## config.mk

```make
export PLATFORM = sky130hd
export DESIGN_NAME = boot_store
export DESIGN_NICKNAME = d
export VERILOG_FILES = /design/src/rtl/boot_store.sv
export SDC_FILE = /design/constraint.sdc
export NUM_CORES = 1
export LEC_CHECK = 0
export CELL_PAD_IN_SITES_DETAIL_PLACEMENT = 2
export CELL_PAD_IN_SITES_GLOBAL_PLACEMENT = 2
export CORE_AREA = 2 2 280 351
export CTS_CLUSTER_SIZE = 25
export DETAILED_ROUTE_END_ITERATION = 12
export DIE_AREA = 0 0 282 353
export PLACE_DENSITY = 0.7
export SYNTH_ARGS = -nofsm -noshare
export SYNTH_HDL_FRONTEND = slang
export SYNTH_SLANG_ARGS = --single-unit
```

## constraint.sdc

```tcl
create_clock -name clk -period 5.3 [get_ports clk]
set_input_delay 0.53 -clock clk [delete_from_list [all_inputs] [get_ports clk]]
set_output_delay 0.53 -clock clk [all_outputs]
set_load 0.01 [all_outputs]
```

## src/rtl/boot_store.sv

```systemverilog
// Patchable boot memory: parameter image on reset, lockable writes, modular checksum sequencer.
// Latency: read data and rvalid one cycle after cs; checksum takes 2**AW cycles.
// Backpressure: none; bus accesses while busy are dropped (writes flag wr_err). Parity: BOOT_STORE_PARITY_EN.
module boot_store #(
  parameter int DW = 16,
  parameter int AW = 5,
  parameter logic [DW*(2**AW)-1:0] INIT_IMAGE = '0
) (
  input  logic          clk,
  input  logic          rst,
  input  logic          cs,
  input  logic          we,
  input  logic [AW-1:0] addr,
  input  logic [DW-1:0] din,
  output logic [DW-1:0] dout,
  output logic          rvalid,
  input  logic          lock_set,
  output logic          locked,
  output logic          wr_err,
  input  logic          csum_start,
  output logic          busy,
  output logic [DW-1:0] csum,
  output logic          csum_done,
  output logic          perr
);
  localparam int DEPTH = 2**AW;

  typedef enum logic [1:0] {IDLE, SUM, DONE} state_t;

  state_t        state;
  logic [DW-1:0] mem [DEPTH];
  logic [AW-1:0] idx;
  logic [DW-1:0] acc;
  logic          rd_ok;
  logic          wr_ok;
  logic          wr_rej;
  logic          go;
  logic          last;

  // busy and locked are registered, so an access in the csum_start cycle still executes
  assign rd_ok  = cs && !we && !busy;
  assign wr_ok  = cs && we && !locked && !busy;
  assign wr_rej = cs && we && (locked || busy);
  assign go     = (state != SUM) && csum_start;
  assign last   = (state == SUM) && (&idx);

  always_ff @(posedge clk) begin
    if (rst) begin
      for (int i = 0; i < DEPTH; i++) mem[i] <= INIT_IMAGE[i*DW +: DW];
      dout      <= '0;
      rvalid    <= 1'b0;
      locked    <= 1'b0;
      wr_err    <= 1'b0;
      busy      <= 1'b0;
      csum      <= '0;
      csum_done <= 1'b0;
      idx       <= '0;
      acc       <= '0;
      state     <= IDLE;
    end else begin
      rvalid <= rd_ok;
      if (rd_ok) dout <= mem[addr];
      wr_err <= wr_rej;
      if (wr_ok) mem[addr] <= din;
      if (lock_set) locked <= 1'b1;

      case (state)
        IDLE, DONE: begin
          if (csum_start) begin
            state     <= SUM;
            busy      <= 1'b1;
            idx       <= '0;
            acc       <= '0;
            csum_done <= 1'b0;
          end
        end
        SUM: begin
          acc <= acc + mem[idx];
          idx <= idx + 1'b1;
          if (&idx) begin
            csum      <= acc + mem[idx];
            state     <= DONE;
            busy      <= 1'b0;
            csum_done <= 1'b1;
          end
        end
        default: state <= IDLE;
      endcase
    end
  end

`ifdef BOOT_STORE_PARITY_EN
  logic mem_par [DEPTH];
  logic sum_err;
  logic mm_rd;
  logic mm_sum;

  assign mm_rd  = (^mem[addr]) ^ mem_par[addr];
  assign mm_sum = (^mem[idx]) ^ mem_par[idx];

  always_ff @(posedge clk) begin
    if (rst) begin
      for (int i = 0; i < DEPTH; i++) mem_par[i] <= ^INIT_IMAGE[i*DW +: DW];
      sum_err <= 1'b0;
      perr    <= 1'b0;
    end else begin
      if (wr_ok) mem_par[addr] <= ^din;
      if (go) sum_err <= 1'b0;
      else if (state == SUM) sum_err <= sum_err | mm_sum;
      // The sticky pass error is reported only in the first DONE cycle
      if (last) perr <= sum_err | mm_sum;
      else if (rd_ok) perr <= mm_rd;
      else perr <= 1'b0;
    end
  end
`else
  assign perr = 1'b0;
`endif

endmodule
```

==> summary by stage <==
Critical path
The signal on the critical path passes through buf_12 > mux4_2 > mux4_2 > mux2_2 > ha_1 > a211oi_1 > o211ai_1 > a211oi_1 > nor3_1 > o21ai_0 > nand3_1. The arrival time reported for the critical path endpoint is 5350 ps. The worst path buffer plus inverter count is 1. The data required time at the worst endpoint is 5830 ps. The cell with the biggest individual delay on the critical path is dfxtp_4. The stage delay of the slowest cell on the critical path is approximately 830 ps. Among cell families on the critical path, the largest total delay comes from multiplexers. By startpoint and endpoint, the worst setup path is classified as reg -> reg. The startpoint type of the worst setup path is a register. The type of destination of the critical path is a register. The biggest fanout along the worst timing path is 28.

Finish
The filler-free cell count of the finished design is 3,431. The fraction of final layout cells sized beyond drive strength 1 is between 20% and 30%. The final layout contains about 2,100 nets. The library cells used most frequently in the layout, excluding fill and tap cells, are and2_1 (518), edfxtp_1 (512), mux4_2 (297). The final standard cell area without fillers is 34,500 um^2.

Relative to the synthesized area, the layout overhead comes to 12.7%. The commonest non-fill, non-tap cell in the layout is and2_1.

Synthesis
Of the total synthesized cell area, the portion taken by full adders, half adders and majority gates is less than 1%. During synthesis, Yosys emitted a total of 0 warnings. The xor and xnor area share after synthesis is 0.229%. After Yosys synthesis, and, or, nand and nor cells account for 15.0% of the synthesized area. Counting flops and latches in the post-synthesis netlist gives between 500 and 600. The count of flip-flops with a built-in enable after synthesis is 512. When the netlist entered floorplanning its net count stood at 2,106. The combinational family with the most area after synthesis is multiplexers. The mean instance size in the synthesized netlist is 14.9 um^2. The sequential area share after synthesis is 54.4%. After synthesis, the share of flip-flops with an asynchronous set or reset is 0%. In the synthesized netlist, mux cells make up between 20% and 30% of the area. The count of unique library cells instantiated by Yosys is 62.

The synthesized-area fraction occupied by ao, oa, aoi and oai cells is 3.20%. The post-synth design cell area is approximately 30,000 um^2. The gate count of the mapped netlist is ~2,100. The most used flip-flop cell after synthesis is edfxtp_1.

Route
After detailed routing, the number of vias per cell comes to 5.65. The detailed-route wire length per cell is roughly 33 um. Before antenna repair, the detailed router went through 5 iterations. Detailed routing inserted a total of 19,400 vias. The remaining routing DRC violations is 0.

The number of DRC markers in iteration 0 is 2,107. Summed over all layers, the routed wires come to roughly 110 mm. The post-route antenna net violation count is 0.

Timing
The post-layout worst setup margin is 475 ps. The routed design could run at a clock period as short as just under 5000 ps. The count of final setup violators is 0. The count of final max-slew check failures is 0. The ratio of final minimum period to clock period is 91.0%. Timing would allow up to 207 MHz. The total count of hold-check failures in the final report came to 0. Setup repair after global routing left no endpoint under its margin.

The measured slew at the worst slew-check pin is 1380 ps. The worst-case clock skew is 19.5 ps. Headroom to the max-slew limit came out at 7.74%.

After routing, the total negative slack on setup checks comes to 0 ps.

Power and ir drop
The analysis attributes to cell leakage a power of ~12 nW. For this design the ratio of total power to cell area is 305 nW/um^2. The worst vdd rail ir drop is 0.000252 V. The design draws 10.5 mW.

Global routing
The total global-route track usage is 22.8%. Entering global routing, the biggest net connects 68 pins. The first global-routing pass estimated 161 mm of wire. After global routing the overflow that remains totals 0. The number of antenna violations at the first check in global routing is 13. The number of global-route vias before repair was 20,800.

Run
The max-capacitance violation count is 0.

Placed design
The final weighted congestion of routability-driven global placement is slightly above 0.9. Prior to clock tree synthesis, the placed netlist has a worst setup slack of roughly 500 ps. The placed instances occupy a cell area of 32,700 um^2. Input and output buffers added on the ports amount to 63. The half-perimeter wire length of the detailed placement result is a little under 80 mm. The number of placed instances, taps included, is 3,317.

Clock network
The clock passes through at most 3 buffers. After clock tree synthesis, the repair step resized 0 gates. Buffers added to address setup during post-CTS repair amount to 0. CTS built an H-tree with a depth of 2. After clock tree synthesis, the flow added hold-fix buffers numbering 0.

For the worst-skew pair, the clock arrives at the later sink with an insertion delay of between 600 and 700 ps. The tree is rooted in a clkbuf_16. TritonCTS built the clock tree. The clock net in this run drives a total of 577 sinks.

Clock-pin slew was measured on the worst setup and hold paths at 70 ps. The number of buffers inserted during clock tree synthesis is 58.

Die
The horizontal die dimension is about 280 um. The die covers 99,500 um^2. The floorplan core area is 96,600 um^2. The number of cell rows is 128. The die is 353 um tall.

Pin placement for this block handled 65 I/O pins. The initial core utilization is 31.7%.

Min path
The tightest min-delay check is of the in -> reg type.

Run status
The run finished with clean final reports.
area by class of cell:
class                      count  area (um^2)
fill                        9573        62000
tap                         1300         1630
clock inverter                35          231
timing repair buffer         143         1350
inverter                       4         15.0
clock buffer                  75         1580
multi-input combinational   1293        13000
antenna                        4         10.0
sequential                   577        16700
through the flow:
step	utilization, %	hold WS [ps]
after floorplan	-	432
after global placement	33.9	444
after detailed placement	33.9	456
after CTS	35.8	330
after global routing	35.8	366
final	35.8	349
where the power goes:
| part | internal (mW) | leakage [nW] | total [mW] | switching [mW] |
|---|---|---|---|---|
| clock | 2.20 | 0.904 | 4.09 | 1.89 |
| combinational | 0.480 | 5.23 | 1.21 | 0.731 |
| sequential | 5.10 | 5.79 | 5.22 | 0.122 |
synth_stat cells, drive strengths merged, types with 19 or more instances:
cell / count / share of area (%)
clkbuf: 109 / 1.3
mux2i: 26 / 0.85
buf: 78 / 1.6
or2: 36 / 0.73
nor2: 88 / 1.3
a21oi: 39 / 0.64
mux2: 19 / 0.70
dfxtp: 65 / 4.2
mux4: 297 / 22
edfxtp: 512 / 50
and2: 518 / 11
nand2: 51 / 0.63
cells by family after synthesis:
group / after synthesis
compound gates: 145
xor+xnor: 8
fa+ha+maj: 18
buf+inv: 191
flops: 577
mux: 342
other cells: 1
simple gates: 779
worst register-to-register path, stage by stage, from the launching register on:
cell	delay (ps)
dfxtp_4	830
buf_12	360
mux4_2	580
mux4_2	620
mux2_2	340
ha_1	240
a211oi_1	350
o211ai_1	260
a211oi_1	630
nor3_1	140
o21ai_0	250
nand3_1	100
state kept, by name (all words and copies together), names as in the netlist, named ones only:
signal / cells
rvalid: 1
acc: 16
state: 2
mem: 512
csum_done: 1
wr_err: 1
csum: 16
dout: 16
idx: 5
locked: 1
busy: 1
path summary, 6_finish.rpt:
check | startpoint | to | slack (ps) | cells past startpoint
worst max-delay path | register | acc[15] | 470 | 11
worst min-delay path | rst | locked | 350 | 2
worst min register to register | csum[10] | csum[10] | 460 | 2
worst max register to register | register | acc[15] | 470 | 11
routing by layer:
layer	part of all wire [%]	vias up	GRT usage (%)
met5	0.057	-	0
met4	5.9	12	11.4
li1	-	7893	-
met3	6.3	210	3.11
met2	49	768	37.7
met1	39	10500	29.4
(Power assumes the default switching activity.)
